==> src/rtl/reg_file_loader.sv <==
// reg_file_loader: streams 2**ADDR_WIDTH bytes into the register file, then reads them back against a shadow copy
module reg_file_loader #(
  parameter int DATA_WIDTH = 8,
  parameter int ADDR_WIDTH = 3
) (
  input  logic                  CLK,
  input  logic                  RESET,
  input  logic                  START,
  input  logic [DATA_WIDTH-1:0] DIN,
  input  logic                  DIN_VALID,
  output logic                  DIN_READY,
  output logic [DATA_WIDTH-1:0] WRITEDATA,
  output logic [ADDR_WIDTH-1:0] WRITEREG,
  output logic                  WRITEENABLE,
  output logic [ADDR_WIDTH-1:0] READREG1,
  input  logic [DATA_WIDTH-1:0] REGOUT1,
  output logic                  BUSY,
  output logic                  DONE,
  output logic                  ERROR,
  output logic [ADDR_WIDTH-1:0] ERRADDR
);
  typedef enum logic [2:0] {S_IDLE, S_LOAD, S_SETTLE, S_VERIFY, S_DONE} state_t;
  state_t st, nxt;
  logic [ADDR_WIDTH-1:0] idx;
  logic [DATA_WIDTH-1:0] shadow [2**ADDR_WIDTH];
  logic hs;
  assign hs = (st == S_LOAD) && DIN_VALID;
  assign DIN_READY = (st == S_LOAD);
  assign BUSY = (st == S_LOAD) || (st == S_SETTLE) || (st == S_VERIFY);
  assign DONE = (st == S_DONE);
  always_comb begin
    nxt = st;
    case (st)
      S_IDLE:   nxt = START ? S_LOAD : S_IDLE;
      S_LOAD:   nxt = (hs && &idx) ? S_SETTLE : S_LOAD;
      S_SETTLE: nxt = S_VERIFY;
      S_VERIFY: nxt = &READREG1 ? S_DONE : S_VERIFY;
      default:  nxt = S_IDLE;
    endcase
  end
  always_ff @(posedge CLK) begin
    if (RESET) begin
      st          <= S_IDLE;
      idx         <= '0;
      WRITEDATA   <= '0;
      WRITEREG    <= '0;
      WRITEENABLE <= 1'b0;
      READREG1    <= '0;
      ERROR       <= 1'b0;
      ERRADDR     <= '0;
    end else begin
      st          <= nxt;
      WRITEENABLE <= hs;
      if (st == S_IDLE && START) begin
        idx     <= '0;
        ERROR   <= 1'b0;
        ERRADDR <= '0;
      end
      if (hs) begin
        WRITEDATA <= DIN;
        WRITEREG  <= idx;
        idx       <= idx + 1'b1;
      end
      if (st == S_SETTLE) READREG1 <= '0;
      // only the first mismatch is recorded; READREG1 wraps to 0 after the last compare
      if (st == S_VERIFY) begin
        READREG1 <= READREG1 + 1'b1;
        if (REGOUT1 != shadow[READREG1] && !ERROR) begin
          ERROR   <= 1'b1;
          ERRADDR <= READREG1;
        end
      end
    end
  end
  always_ff @(posedge CLK)
    if (hs) shadow[idx] <= DIN;
endmodule

==> config.mk <==
export PLATFORM = sky130hd
export DESIGN_NAME = reg_file_loader
export DESIGN_NICKNAME = d
export VERILOG_FILES = /design/src/rtl/reg_file_loader.sv
export SDC_FILE = /design/constraint.sdc
export NUM_CORES = 1
export LEC_CHECK = 0
export ABC_AREA = 1
export CAP_MARGIN = 10
export CORE_ASPECT_RATIO = 1.75
export CORE_UTILIZATION = 45
export CTS_BUF_LIST = sky130_fd_sc_hd__clkbuf_2
export DETAILED_ROUTE_END_ITERATION = 7
export GPL_ROUTABILITY_DRIVEN = 1
export PLACE_DENSITY = 0.68
export SYNTH_ARGS = -nofsm -noshare
export SYNTH_HDL_FRONTEND = slang
export SYNTH_SLANG_ARGS = --single-unit
==> constraint.sdc <==
create_clock -name CLK -period 1.9 [get_ports CLK]
set_input_delay 0.57 -clock CLK [delete_from_list [all_inputs] [get_ports CLK]]
set_output_delay 0.57 -clock CLK [all_outputs]
set_load 0.01 [all_outputs]
[Word level (Yosys, flattened, before mapping)]
Memory sizes are Yosys's and may differ from the RTL's. A register that Yosys moved wholly into a read port is not among the register bits.
Index checks and enable logic that the tools add are counted.
Cells by class
  multiplexer cells: 18
  equal/unequal tests: 5
  reductions and logical operators: 12
  add/subtract/negate cells: 2
Operators by type and width (number)
  $mux W3: 10
  $pmux W3 S4: 1
  $ne A8 B8 Y1: 1
  $add A3 B1 Y3 const B: 2
  $eq A3 B2 Y1 const B: 2
  $mux W1: 6
  $reduce_and A3 Y1: 2
  $logic_and A1 B1 Y1: 4
  $reduce_bool A2 Y1: 2
  $eq A3 B1 Y1 const B: 1
  $eq A3 B3 Y1 const B: 1
  $logic_not A3 Y1: 1
  $logic_or A1 B1 Y1: 2
  $mux W2: 1
  $logic_not A1 Y1: 1
Word-level totals
  RAM bits: 64
  memories kept: 1
  bits in registers: 25
  bits of input ports: 20
  output and inout port bits: 22
  word-level logic and storage cells: 46
Memories
  shadow: words 8, width 8, read ports 1, clocked after Yosys merged registers in 1, write ports 1, RTL line 25  | logic [DATA_WIDTH-1:0] shadow [2**ADDR_WIDTH];

[Longest topological paths before layout]
  depth in word-level cells: 5
  mapped depth: 17
  depth with buffers taken out: 15

[Least setup slack after synthesis]
Ideal clock, no wire load.
  kind: register to register
  start point: register st[0]
  end point: memory shadow[2][0] (enable)
  setup time: 383 ps
  buffers on the path: 1
  period minus slack after synthesis: 2252 ps
  data arrival time: 1868 ps
  stages on the path, launching flop included: 8
  path slack: -352 ps
  required time: 1517 ps
  cells stage by stage: dfxtp_1 > inv_1 > nor3_1 > nand2_1 > clkbuf_1 > nor2_1 > inv_1 > nor3_1
On the way
  longest elaborated chain between the ends: 4
Ends and longest elaborated chain
  start: declaration: RTL line 23  | state_t st, nxt;
  start signal: assignment: RTL line 52  | st <= nxt;
  $eq A3 B1 Y1
  net DIN_READY: RTL line 11  | output logic DIN_READY,
  $logic_and A1 B1 Y1: RTL line 27  | assign hs = (st == S_LOAD) && DIN_VALID;
  $mux W1: RTL line 76  | if (hs) shadow[idx] <= DIN;
  $mux W1 (not written as such): RTL line 76
  end: declaration: RTL line 25
The timed path passes the listed nets, and every way through them passes these cells.

[Final worst setup path]
  start point: register st[1]
  end point: output port DIN_READY
On the way
  longest elaborated chain between the ends: 1
Ends and longest elaborated chain
  $eq A3 B1 Y1: RTL line 28  | assign DIN_READY = (st == S_LOAD);
  end: declaration: RTL line 11
No other way between the ends.

==> results.md <==
- Post-Synth Simple-Gate Area: 0.233
- Hold Slack: 0.487 ns
- Int Power: 0.00260 W
- GRT Total Usage: 0.215
- Clock-pin slew on the worst setup and hold paths: 0.22 ns
- Largest net degree at the start of global routing: 31
- I/O pin count: 42
- Seq pwr share: 0.653
- Crit path DAT: 1.31 ns
- XOR/XNOR Fraction of Synth Area: 0
- Comb power frac: 0.076
- Syn_nets: 439
- Post-Syn Instances: 415
- CTS sink count: 92
- Ys Warns: 0
- Detailed Route WL: 9.54 mm
- Antenna fix cells: 0
- Psw: 0.000738 W
- Overflow after GRT: 0
- Hold Vio Cnt, Final: 0
- Most common cell after layout, fill and taps aside: nand2_1
- Switching Share: 0.221
- Die Area: 9090 sq um
- WP data required: 1.33 ns
- Critical Path Source: st[1]
- PwrDens: 666 nW/um^2
- GR met3 Demand/Resource: 0.0403
- Seq cells post-synth: 92
- CORE AREA: 8370 sq um
- Crit-path slowest cell: dfxtp_4
- Slowest stage delay, CP: 0.42 ns
- CP Max Fanout: 4
- FMAX: 531 MHz
- Final Setup Violations: 0
- Leading area contributor after synthesis: edfxtp_1
- Layout cells sized above 1: 0.229
- LEAKAGE: 2.14 nW
- GR Util met1: 0.241
- Element type at the critical path start: flop
- # H-tree levels: 3
- Die width: 72.5 um
- Fill count: 732
- Hold/Removal Path Class: flop to flop
- Main combinational cell family by area after synthesis: simple AND/OR/NAND/NOR gates
- Vias per cell: 5.02
- Initial DRC Count: 176
- IO buf count: 41
- Row count: 44
- Top area cells in the synthesized netlist: edfxtp_1 49%, dfxtp_1 14%, nand2_1 12%
- GR peak layer: met2
- Slew @ Worst Pin: 0.447 ns
- Netlist cell types: 21
- Top-area cell type share of the netlist area: 0.491
- Die height: 125 um
- Most frequent cells in the layout: 123 x nand2_1, 64 x edfxtp_1, 45 x inv_1
- Mean post-synth cell area: 9.43 sq um
- Top delay family on crit path: flip-flops
- Post-route ant nets: 0
- CP Cell Sequence: nor3_4 -> buf_2
- Min-delay src: WRITEREG[0]
- CP Capture Type: output port
- CTS tree: yes
- Post-DP HPWL: 6.51 mm
- Longest Clk Path Bufs: 2
- Syn-to-layout area delta: 28.0%
- Peak supply drop: 0.000416 V
- Sequential fraction of the synthesis area: 0.634
- TritonCTS buffer count: 9
- Fin crit period: 1.88 ns
- CP Class: flop to output port
- Max-slew violation count: 0
- Starting density of the core: 0.468
- DR pass1 iterations: 4
- DP Cell Count: 583
- Nets: 512
- Final instance area: 5010 sq um
- Max-capacitance violation count: 0
- Initial antenna violation count: 0
- Final period util: 0.991
- Unrepaired setup endpoints after global routing: yes
- Clk_lat worst skew: 0.53 ns
- Proportion of synthesized area in mux cells: 0
- Final design utilization: 0.599
- Number of global-route vias before repair: 2960
- Post-route DRC violation count: 0
- Routed via count: 3052
- Clk pwr share: 0.271
- DP Area: 4640 sq um
- Crit path buffers/inverters: 1
- Finished Layout Cells: 608
- Wirelength per Cell: 15.7 um
- Worst rel slew slack: 0.701
- Run status: finished clean
- Post-synthesis compound-gate area fraction: 0.0435
- Global-route wire length before repair: 14.5 mm
- Routability cong.: 0.775
- Mapped Area: 3910 sq um
- CTS Root Cell: clkbuf_2
- Clock skew: 0.0303 ns
- Met2 usage: 0.378
- Adder-cell share of the synthesized area: 0.0128
-- worst register-to-register path: stages (launching register included) --
cell and delay, ns:
dfxtp_4 0.44, buf_12 0.14, clkbuf_16 0.15, nand2_1 0.07, nand2_1 0.05, nand2_1 0.06
nand3_2 0.09, nand2_1 0.09, nand2_1 0.04, nand2_1 0.06, nand2_2 0.08, nor2_4 0.13
nand2_4 0.10, nand3_2 0.08, nand2_1 0.04, nor2_1 0.11
-- final timing paths --
kind	depth (start not counted)	slack, ns	end
setup / recovery	2	0.02	DIN_READY
hold / removal	2	0.49	WRITEREG[0]
setup reg to reg	15	0.10	ERRADDR[2]
hold reg to reg	2	0.49	WRITEREG[0]
-- layer usage --
layer / vias up / wire [um]
met5: - / 0
met4: 0 / 355
met3: 20 / 428
met2: 99 / 5190
met1: 1438 / 3570
li1: 1495 / -
-- through the flow --
stage | worst slack (ns) | setup TNS, ns | total power [W]
after floorplan | -0.127 | -3.83 | 0.00232
after global placement | -0.147 | -4.58 | 0.00248
after detailed placement | -0.185 | -5.26 | 0.00248
after CTS | -0.191 | -0.434 | 0.00336
after global routing | -0.0755 | -0.202 | 0.00347
final | 0.0169 | 0 | 0.00334
-- cell families after synthesis --
family,after synthesis
adders and majority gates,4
DFF,92
and+or+nand+nor,224
buffers and inverters,63
AOI/OAI and AO/OA,32
-- timing repair --
action	in CTS	in global routing
hold buffers	0	0
pin swaps	0	16
endpoints found under the setup margin	25	34
endpoints found under the hold margin	0	0
setup buffers	4	2
cloned	0	3
resized for setup	43	54
-- final cells by class --
cell class,count,area (sq um),share of cell area
clock buffers,13,65.1,0.0130
clock inverters,3,38.8,0.00774
inverters,49,199,0.0397
multi-input cells,260,1320,0.263
flip-flops and latches,92,2510,0.502
well taps,115,144,0.0287
repair buffers,75,718,0.143
repair inverters,1,11.3,0.00225
-- cells in the mapped netlist --
| cell | number |
|---|---|
| nor2_2 | 2 |
| inv_1 | 47 |
| o21ai_0 | 11 |
| edfxtp_1 | 64 |
| buf_4 | 2 |
| nor2_1 | 46 |
| clkbuf_1 | 2 |
| nor3_1 | 7 |
| nand2_1 | 127 |
| a32o_1 | 2 |
| o21ai_1 | 4 |
| nand3_1 | 39 |
| buf_2 | 4 |
| nand3b_1 | 2 |
| nand2_2 | 1 |
| ha_1 | 4 |
| buf_6 | 6 |
| inv_2 | 1 |
| inv_4 | 1 |
| a21oi_1 | 15 |
| dfxtp_1 | 28 |
-- power groups by stage --
stage                     clock network, W  registers (W)   logic, W
after floorplan                          0        0.00223  0.0000910
after global placement                   0        0.00222   0.000252
after detailed placement                 0        0.00222   0.000256
after CTS                         0.000932        0.00218   0.000244
after global routing               0.00101        0.00218   0.000278
final                             0.000905        0.00218   0.000255
-- flip-flops by register name (all words and copies together), names as in the netlist, named ones only --
register,cells
WRITEDATA,8
ERRADDR,3
shadow,64
idx,3
READREG1,3
ERROR,1
WRITEREG,3
WRITEENABLE,1
st,3
Power figures use the tool's default switching activity.
